## config.mk

```make
export PLATFORM = sky130hd
export DESIGN_NAME = hazard_run_ctrl
export DESIGN_NICKNAME = d
export VERILOG_FILES = /design/src/rtl/hazard_run_ctrl.sv
export SDC_FILE = /design/constraint.sdc
export NUM_CORES = 1
export LEC_CHECK = 0
export ABC_AREA = 0
export CAP_MARGIN = 20
export CORE_AREA = 4 4 71 53
export DETAILED_ROUTE_END_ITERATION = 12
export DIE_AREA = 0 0 75 57
export HOLD_SLACK_MARGIN = 0.03
export PLACE_DENSITY = 0.82
export SYNTH_ARGS = -nofsm -noshare
export SYNTH_HDL_FRONTEND = slang
export SYNTH_SLANG_ARGS = --single-unit
```

## constraint.sdc

```tcl
create_clock -name clk -period 5.62 [get_ports clk]
set_input_delay 1.686 -clock clk [delete_from_list [all_inputs] [get_ports clk]]
set_output_delay 1.686 -clock clk [all_outputs]
set_load 0.05 [all_outputs]
```

## src/rtl/hazard_run_ctrl.sv

```systemverilog
// Hazard, forwarding and debug run-control for the 5-stage core.
// Optional stall performance counter: define HAZARD_PERF_CNT_EN.
module hazard_run_ctrl #(
   parameter int DRAIN_CYCLES = 3,
   parameter int CNT_W        = 16
) (
   input  logic             clk,
   input  logic             rst,
   input  logic [4:0]       RsD,
   input  logic [4:0]       RtD,
   input  logic [4:0]       RsE,
   input  logic [4:0]       RtE,
   input  logic [4:0]       WriteRegE,
   input  logic [4:0]       WriteRegM,
   input  logic [4:0]       WriteRegW,
   input  logic             RegWriteE,
   input  logic             RegWriteM,
   input  logic             RegWriteW,
   input  logic             MemtoRegE,
   input  logic             MemtoRegM,
   input  logic             BranchD,
   input  logic             halt_req,
   input  logic             step_req,
   input  logic             resume,
   output logic             StallF,
   output logic             StallD,
   output logic             FlushE,
   output logic             ForwardAD,
   output logic             ForwardBD,
   output logic [1:0]       ForwardAE,
   output logic [1:0]       ForwardBE,
   output logic             halted,
   output logic [CNT_W-1:0] stall_cnt
);

   localparam int DLOAD = (DRAIN_CYCLES < 1) ? 1 : DRAIN_CYCLES;
   localparam int DCW   = $clog2(DLOAD + 1);

   typedef enum logic [1:0] {
      RUN,
      DRAIN,
      HALT,
      STEP
   } state_t;

   state_t         state;
   logic [DCW-1:0] drainCnt;
   logic           forceStall;
   logic           lwStall;
   logic           brStall;
   logic           hz;

   function automatic logic [1:0] fwdSel(
      input logic [4:0] src,
      input logic       rwM,
      input logic [4:0] wrM,
      input logic       rwW,
      input logic [4:0] wrW
   );
      logic [1:0] sel;
      sel = 2'b00;
      if (src != 5'd0 && rwM && wrM == src) begin
         sel = 2'b10;
      end else if (src != 5'd0 && rwW && wrW == src) begin
         sel = 2'b01;
      end
      return sel;
   endfunction

   assign ForwardAE = fwdSel(RsE, RegWriteM, WriteRegM, RegWriteW, WriteRegW);
   assign ForwardBE = fwdSel(RtE, RegWriteM, WriteRegM, RegWriteW, WriteRegW);
   assign ForwardAD = (RsD != 5'd0) && RegWriteM && (WriteRegM == RsD);
   assign ForwardBD = (RtD != 5'd0) && RegWriteM && (WriteRegM == RtD);

   assign lwStall = MemtoRegE && ((RtE == RsD) || (RtE == RtD));
   assign brStall = BranchD &&
      ((RegWriteE && ((WriteRegE == RsD) || (WriteRegE == RtD))) ||
       (MemtoRegM && ((WriteRegM == RsD) || (WriteRegM == RtD))));
   assign hz = lwStall | brStall;

   // DRAIN/HALT force a bubble regardless of hz; RUN/STEP pass hz through.
   assign StallF = forceStall | hz;
   assign StallD = forceStall | hz;
   assign FlushE = forceStall | hz;

   always_ff @(posedge clk) begin
      if (!rst) begin
         state      <= RUN;
         drainCnt   <= '0;
         forceStall <= 1'b0;
         halted     <= 1'b0;
      end else begin
         case (state)
            RUN: begin
               if (halt_req) begin
                  state      <= DRAIN;
                  drainCnt   <= DCW'(DLOAD);
                  forceStall <= 1'b1;
               end
            end
            DRAIN: begin
               drainCnt <= drainCnt - DCW'(1);
               if (drainCnt <= DCW'(1)) begin
                  state  <= HALT;
                  halted <= 1'b1;
               end
            end
            HALT: begin
               if (resume) begin
                  state      <= RUN;
                  forceStall <= 1'b0;
                  halted     <= 1'b0;
               end else if (step_req) begin
                  state      <= STEP;
                  forceStall <= 1'b0;
                  halted     <= 1'b0;
               end
            end
            STEP: begin
               // Leave only once the stepped instruction actually advances.
               if (!hz) begin
                  state      <= DRAIN;
                  drainCnt   <= DCW'(DLOAD);
                  forceStall <= 1'b1;
               end
            end
            default: begin
               state      <= RUN;
               drainCnt   <= '0;
               forceStall <= 1'b0;
               halted     <= 1'b0;
            end
         endcase
      end
   end

`ifdef HAZARD_PERF_CNT_EN
   logic [CNT_W-1:0] perfCnt;

   always_ff @(posedge clk) begin
      if (!rst) begin
         perfCnt <= '0;
      end else if (hz && (state == RUN || state == STEP) && perfCnt != '1) begin
         perfCnt <= perfCnt + CNT_W'(1);
      end
   end

   assign stall_cnt = perfCnt;
`else
   assign stall_cnt = '0;
`endif

endmodule

```

==> results by group <==
Outcome
  • Status: finished clean

Synthesis
  • Top FF cell, synth: dfxtp_1
  • Synth top area cells: xnor2_1 21%, xor2_1 12%, buf_4 11%, dfxtp_1 9.5%, ha_1 4.9%
  • Mapped Area: 1270 um^2
  • Synth cell types: 32
  • Synth top area share: 0.207
  • Post-synth EDFFs: 0
  • Avg Inst Size Synth: 7.37 um^2
  • Synthesized flop and latch total: 6
  • Most frequent cell after synthesis: xnor2_1
  • Synth async-reset ratio: 0
  • Yosys top cell by area: xnor2_1
  • Post-Syn Instances: 172
  • Yosys warning total: 0
  • Post-synth top cells: 30 x xnor2_1, 18 x buf_4, 18 x xor2_1
  • Share of the yosys chip area belonging to registers: 0.0948

Setup path
  • Req. time, crit path: 3.93 ns
  • Kind of critical path: primary input to output port
  • Crit start category: primary input
  • Worst path arrival time: 3.54 ns
  • Max Fanout on Critical Path: 7
  • CP endpoint kind: output port

Power
  • P per Cell Area: 240 nW/um^2
  • P_leak: 0.699 nW
  • Tot Pwr: 0.442 mW
  • Maximum VDD drop: 0.303 mV

Final layout
  • Final Non-Filler Cells: 259
  • FILL cells: 287
  • # nets final: 274
  • Multi-input logic area: 1030 um^2
  • ANT cells: 0
  • Final Util: 0.598
  • Fraction of layout cells with a size suffix above 1: 0.0814
  • Area delta synth->final: 45.5%
  • Reg area: 120 um^2

Placement
  • Detailed placement HPWL: 3200 um
  • PortBufs: 55
  • Pre-CTS setup slack: 0.392 ns
  • Routability congestion estimate: 0.913
  • DP Cell Count: 256

Routing
  • Drt via density: 5.03
  • Detail Route Antenna Nets: 0
  • Metal2 WL: 1720 um
  • Drt first pass iters: 4
  • DR WL/cell: 14.4 um
  • First DRT Iteration DRCs: 141
  • DR top layer: met4
  • DRC: 0
  • WL met3: 268 um
  • Met1 WL: 1710 um
  • Total number of vias: 1,303
  • Detailed Route WL: 3720 um

GRT
  • Total gr overflow: 0
  • Tot GR Track Use: 0.181
  • Initial antenna violation count: 0
  • First-pass GRT wire length: 6030 um
  • Number of global-route vias before repair: 1,237
  • Largest net degree at the start of global routing: 8

CTS
  • Htree depth: 1
  • CTS max path bufs: 2
  • CTS tree: yes
  • Worst-Skew Late Latency: 0.23 ns
  • CTS Sinks: 6
  • CTS Hold Bufs: 0
  • Post-CTS setup repair buffer count: 0
  • CTS root buffer: clkbuf_8
  • Post-cts repair resize count: 0
  • Clock slew at reported path FFs: 0.04 ns
  • Num CTS Buffers: 3

Die
  • Initial Util: 0.411
  • Die Width: 75 um
  • Row Count: 17
  • Num ports: 72
  • Die Height: 57 um
  • Core Region: 3080 um^2
  • Full die area: 4280 um^2

STA
  • Tmin final: 5.22 ns
  • Final setup fails: 0
  • Pin slew with the least headroom to its limit: 0.501 ns
  • Max Clock Skew: 0.000862 ns
  • Setup WS post-layout: 0.395 ns
  • Slew headroom: 0.665
  • Pins Over Slew Limit: 0
  • Max Clock Freq: 191 MHz
  • Unrepaired setup endpoints after global routing: no
  • Period utilization: 0.930
  • Setup tns final: 0 ns
  • Final Hold Vio Count: 0

Flow run
  • Max cap viols: 0

Min path
  • HP Class: flip-flop to flip-flop
## power by group
part / leakage [nW] / switching [mW] / total [mW] / internal, mW
Sequential: 0.0499 / 0.0125 / 0.0705 / 0.0579
Clock: 0.0216 / 0.0196 / 0.0657 / 0.0461
Combinational: 0.627 / 0.172 / 0.306 / 0.135
## worst max-delay path: stages
cell and delay (ns):
clkdlybuf4s50_1 0.61, xor2_1 0.24, nor3b_1 0.08, a32o_2 0.25
o21ai_4 0.22, nand2_1 0.24, buf_12 0.22
## flip-flops by register name (all words and copies together) (netlist names)
| name | cells |
|---|---|
| drainCnt | 2 |
| forceStall | 1 |
| halted | 1 |
| state | 2 |
## final timing paths
check                    end          from  slack (ns)  cells past startpoint
setup / recovery      StallF  WriteRegM[1]        0.40                      7
hold / removal    forceStall    forceStall        0.46                      2
setup reg to reg    state[1]      state[0]        3.85                      7
hold reg to reg   forceStall    forceStall        0.46                      2
## logic make-up after synthesis
group                    count (synthesis)  synth area share
other                                    1           0.00296
adder cells (fa/ha/maj)                  5            0.0494
buffers and inverters                   31             0.146
multiplexers                             3            0.0237
XOR/XNOR                                48             0.332
flip-flops                               6            0.0948
AO/OA/AOI/OAI                           19             0.119
AND/OR/NAND/NOR                         59             0.232
## area by class of cell
cell class / count / share of cell area
clock buffers: 3 / 0.0224
inverters: 7 / 0.0142
multi-input cells: 150 / 0.559
flip-flops and latches: 6 / 0.0651
well taps: 38 / 0.0258
repair buffers: 55 / 0.313
## layout by cell type, fill, tap and decap left out, types with 4 or more instances in the layout
cell             instances
a21oi_1                  4
buf_12                   4
buf_4                    5
clkdlybuf4s50_1         46
conb_1                  16
dfxtp_1                  6
ha_1                     5
inv_1                    7
nand2_1                 15
nand2b_1                 5
nand3_1                  4
nand4_1                  6
nor2_1                  10
nor3_1                  10
xnor2_1                 30
xor2_1                  18
## layer usage
metal	vias up	GRT usage
li1	655	-
met1	602	0.263
met2	44	0.274
met3	2	0.0440
met4	0	0.0254
met5	-	0
## through the flow
| stage | hold slack, ns | instance area [um^2] |
|---|---|---|
| after CTS | 0.464 | 1840 |
| after floorplan | 0.438 | 1340 |
| final | 0.459 | 1840 |
| after detailed placement | 0.459 | 1800 |
| after global routing | 0.494 | 1840 |
| after global placement | 0.454 | 1800 |
Note: power is estimated with default switching activity, not from simulation.
==> RTL change 1 (same settings) <==
Re-encode `state_t` (4 states) as one-hot, 4 bits wide.
--- a/src/rtl/hazard_run_ctrl.sv
+++ b/src/rtl/hazard_run_ctrl.sv
@@ -38,7 +38,7 @@
 
-   typedef enum logic [1:0] {
-      RUN,
-      DRAIN,
-      HALT,
-      STEP
+   typedef enum logic [3:0] {
+      RUN   = 4'b0001,
+      DRAIN = 4'b0010,
+      HALT  = 4'b0100,
+      STEP  = 4'b1000
    } state_t;
Behaviour: no difference found for any inputs over 10 cycles, from zero or initial values and one cycle with rst low; not proved beyond that.
==> RTL change 1 against the unedited design <==
Routed wire length rose by 16%. Hold slack improved by 64 ps. Utilization rose by 5.6 points. First-iteration DRC count fell by 11%. Critical endpoint is now ForwardBE[0]. Largest power group unchanged. Critical path type unchanged. Fmax fell by 2.5%. Register-to-register slack got worse by 230 ps. Critical path depth fell by 1. Synthesized area rose by 16%. Final area rose by 9.4%. Power rose by 16%. Sequential share of layout area rose by 1.4 points. Sequential cell count rose by 2. Worst setup slack got worse by 130 ps. Highest routed layer unchanged.
==> RTL change 1: results (changes against the unedited design) <==
setup_path:
  cp_top_family: "simple AND/OR/NAND/NOR gates"  # was buffers and inverters
  arrival_ps: 3670  # was 3540 ps
  path_max_fanout: 5  # was 7
  max_stage_delay_ps: 570  # was 610 ps
  crit_slowest_cell: "or4_1"  # was clkdlybuf4s50_1
clocking:
  cts_setup_buffers: 0  # unchanged
  clockRootBuffer: "clkbuf_8"  # unchanged
  cts_resized: 0  # unchanged
  numCtsBuffers: 3  # unchanged
layout:
  layout.nets: 289  # was 274
  reg.largest.list: "state x4, drainCnt x2"  # was drainCnt x2, state x2
  layout-drive-gt1-share: 0.1208  # was 0.08145
logic_synthesis:
  ys_seq_area_frac: 0.1090  # was 0.09477
  synthArstFlopShare: 0  # unchanged
  ys_warn_count: 0  # unchanged
  ys_top_cells_by_area: "xnor2_1, dfxtp_1, buf_4"  # was xnor2_1, xor2_1, buf_4
  post_synth_num_cell_types: 46  # was 32
  synthTopCellsByCount: "xnor2_1, buf_4, xor2_1"  # unchanged
global_routing:
  grt_max_degree: 15  # was 8
  antenna_found_initial: 0  # unchanged
  grt_pass1_wl_um: 6969  # was 6030 µm
  grt_pass1_vias: 1405  # was 1237
  track_usage: 0.2117  # was 0.1806
placement:
  dp_hpwl_um: 3685  # was 3199 µm
  dp_slack_ps: 266.9  # was 391.7 ps
  dpl_cell_area_mm2: 0.001977  # was 0.001803 mm²
  place_congestion: 0.9612  # was 0.9133
routing:
  wl_met3_um: 411  # was 268 µm
  via_per_inst: 5.482  # was 5.031
  route.met2.wl_um: 1775  # was 1722 µm
  drt_wl_total_um: 4314  # was 3720 µm
  met1_length_um: 2029  # was 1714 µm
  drt_iter0_drc: 125  # was 141
pwr:
  peakVddDrop_uv: 145.6  # was 302.6 µV
  p_leak_nw: 0.7304  # was 0.6986 nW
outcome:
  status: "finished clean"  # unchanged
timing:
  finClkSkew_ps: 1.093  # was 0.8620 ps
  worstMarginPinSlew_ps: 597.6  # was 500.6 ps
-- RTL change 1: changes by cell type after synthesis, moves of 5 or more --
cell / delta
buf_2: +5
o21ai_0: +5
nand2_1: -5
xnor2_1: +7
-- RTL change 1: metal layers --
layer / track usage / vias up
li1: - / 746
met1: 0.3287 / 683
met2: 0.2854 / 85
met3: 0.04049 / 10
met4: 0.07107 / 0
met5: 0 / -
-- RTL change 1: cell type report --
type,count,area (µm²)
Inverter,5,18.77
Timing Repair Buffer,59,585.6
Multi-Input combinational cell,165,1165
Fill cell,282,1066
Sequential cell,8,160.2
Clock buffer,3,41.29
Tap cell,38,47.55
-- RTL change 1: kinds of logic after synthesis --
logic type      count (synthesis)  synth area share
compound gates                 31            0.1593
xor+xnor                       51            0.3041
fa+ha+maj                       1          0.008517
buf+inv                        33            0.1491
flops                           8            0.1090
other cells                     1          0.002553
simple gates                   66            0.2675
-- RTL change 1: worst reg2reg max path, stage by stage (launching register included) --
cell and delay (ps):
dfxtp_1 400, or2_4 300, or3_4 360, o31ai_4 300, and3b_1 240, a21oi_2 200
o2bb2ai_1 80
-- RTL change 1: path summary, 6_finish.rpt --
path	cells past startpoint	from	slack, ps	to
setup reg to reg	6	state[1]$_SDFFE_PN0P_	3620	drainCnt[1]$_SDFFE_PN0P_
hold reg to reg	2	forceStall$_SDFFE_PN0P_	520	forceStall$_SDFFE_PN0P_
hold / removal	2	forceStall$_SDFFE_PN0P_	520	forceStall$_SDFFE_PN0P_
setup / recovery	6	RtE[1]	260	ForwardBE[0]
-- RTL change 1: power breakdown --
part / switching, mW / internal [mW]
logic: 0.190 / 0.145
clock network: 0.0241 / 0.0465
registers: 0.0334 / 0.0761
-- RTL change 1: metrics by stage --
stage,TNS (ps),utilization,std cells
floorplan,-144.0,-,206
CTS,0,0.6544,278
detailed placement,0,0.6410,275
global route,0,0.6544,278
global placement,0,0.6410,275
finish,0,0.6544,278
==> RTL change 2 (config.mk and constraints unchanged) <==
Without the edit above. Add a define of `HAZARD_PERF_CNT_EN`.
--- a/src/rtl/hazard_run_ctrl.sv
+++ b/src/rtl/hazard_run_ctrl.sv
@@ -2,2 +2,4 @@
 // Optional stall performance counter: define HAZARD_PERF_CNT_EN.
+`define HAZARD_PERF_CNT_EN
+
 module hazard_run_ctrl #(
Formal check against the unedited RTL: not equivalent (a bounded check fails within 4 cycles, from zero or initial values and one cycle with rst low).
==> RTL change 2 against the unedited design <==
Sequential power rose to 2.7 times the old value. Utilization increased by 30 points. Critical path depth up 1. Power is 41% higher. First-iteration DRC count increased by 76%. Synthesized area increased by 53%. Register-to-register slack got worse by 670 ps. Final area rose by 50%. Sequential cell count is 16 higher. Worst setup slack worse by 220 ps. Routed wire length rose by 70%.
==> RTL change 2: results (changes against the unedited design) <==
logic_synthesis:
  synth_fa_ha_area_frac: 0.04528  # was 0.04936
  ys_seq_area_frac: 0.2277  # was 0.09477
  synth_compound_area_frac: 0.1378  # was 0.1194
  synth.area.mux_share: 0.03622  # was 0.02369
  synthXorXnorAreaFrac: 0.2354  # was 0.3317
  synthesis.instances: 243  # was 172
  synthTopCellsByCount: "xnor2_1, nand2_1, dfxtp_1"  # was xnor2_1, buf_4, xor2_1
  ys_top_cells_by_area: "dfxtp_1, xnor2_1, xor2_1"  # was xnor2_1, xor2_1, buf_4
  post_synth_num_cell_types: 46  # was 32
placement:
  place_congestion: 0.9447  # was 0.9133
  io_buffers: 71  # was 55
  post-place-cells: 342  # was 256
  dpl_cell_area_mm2: 0.002713  # was 0.001803 mm²
  dp_slack_ps: 189.4  # was 391.7 ps
routing:
  dr.pass1.iters: 5  # was 4
  via_per_inst: 6.272  # was 5.031
  drt_iter0_drc: 248  # was 141
  drt_wl_total_um: 6314  # was 3720 µm
setup_path:
  path_max_fanout: 4  # was 7
  arrival_ps: 3760  # was 3540 ps
  r2r-start: "state[0]$_SDFFE_PN0P_"  # unchanged
  r2r_setup_slack_ps: 3180  # was 3850 ps
  rr_endpoint: "stall_cnt[13]$_SDFFE_PN0P_"  # was state[1]$_SDFFE_PN0P_
outcome:
  status: "finished clean"  # unchanged
layout:
  fillCellCount: 145  # was 287
  layout-drive-gt1-share: 0.08117  # was 0.08145
  largest_register_ffs: 16
  instances_no_fill: 346  # was 259
  layout.nets: 362  # was 274
worst_hold_path:
  holdCritStartpoint: "stall_cnt[8]$_SDFFE_PN0P_"  # was forceStall$_SDFFE_PN0P_
  hold-path-cell-count: 2  # unchanged
global_routing:
  grt_max_degree: 20  # was 8
  grt_pass1_wl_um: 9936  # was 6030 µm
  track_usage: 0.2983  # was 0.1806
  grt_pass1_vias: 2051  # was 1237
pwr:
  peakVddDrop_uv: 266.8  # was 302.6 µV
  p_leak_nw: 0.9800  # was 0.6986 nW
  intPower_mw: 0.3825  # was 0.2387 mW
clocking:
  cts_resized: 0  # unchanged
  clk_pin_slew_ps: 80  # was 40 ps
  clk_latency_ps: 260  # was 230 ps
timing:
  relSlewSlack: 0.5595  # was 0.6652
  finClkSkew_ps: 0.6465  # was 0.8620 ps
  fin_hold_ws_ps: 511.5  # was 459.2 ps
RTL change 2: worst max path at each step:
stage                  from      endpoint  slack, ps  depth (start not counted)
3_3_place_gp   WriteRegM[0]        StallF        230                          8
4_1_cts              RsE[1]  ForwardAE[1]        190                          5
2_1_floorplan        RtE[1]  ForwardBE[0]        250                          5
5_1_grt              RtD[0]        StallD         20                          8
3_5_place_dp         RsE[1]  ForwardAE[1]        190                          5
6_report       WriteRegM[0]        StallD        170                          8
RTL change 2: final cells by class:
class,instances,area (µm²),area share
inverters,12,45.04,0.01627
repair buffers,73,770.7,0.2785
multi-input cells,197,1409,0.5090
well taps,38,47.55,0.01718
clock buffers,4,55.05,0.01989
flip-flops and latches,22,440.4,0.1591
RTL change 2: kinds of logic (layout without fill, tap and decap cells):
family	after synthesis	in the layout
mux	7	7
xor+xnor	52	52
flops	22	22
fa+ha+maj	7	7
simple gates	93	93
buf+inv	24	89
compound gates	38	38
RTL change 2: power groups by stage:
| stage | combinational [mW] | sequential, mW | clock [mW] |
|---|---|---|---|
| after floorplan | 0.185 | 0.205 | 0 |
| after global placement | 0.307 | 0.191 | 0 |
| after detailed placement | 0.317 | 0.193 | 0 |
| after CTS | 0.319 | 0.189 | 0.116 |
| after global routing | 0.342 | 0.192 | 0.122 |
| final | 0.321 | 0.189 | 0.115 |
RTL change 2: metal layers:
layer  global-route usage  wire [µm]  part of all wire  up-vias
met3              0.06690        647              0.10       17
met1               0.3912       2569              0.41     1009
met2               0.4665       2957              0.47      151
met4               0.1294        139             0.022        0
li1                     -          -                 -      993
met5                    0          0                 0        -
RTL change 2: critical path: stages:
cell             delay [ps]
clkdlybuf4s50_1         550
xor2_1                  240
or3b_1                  380
o22ai_2                 190
nor3_1                   90
o21ai_0                 210
or2_2                   240
buf_12                  160
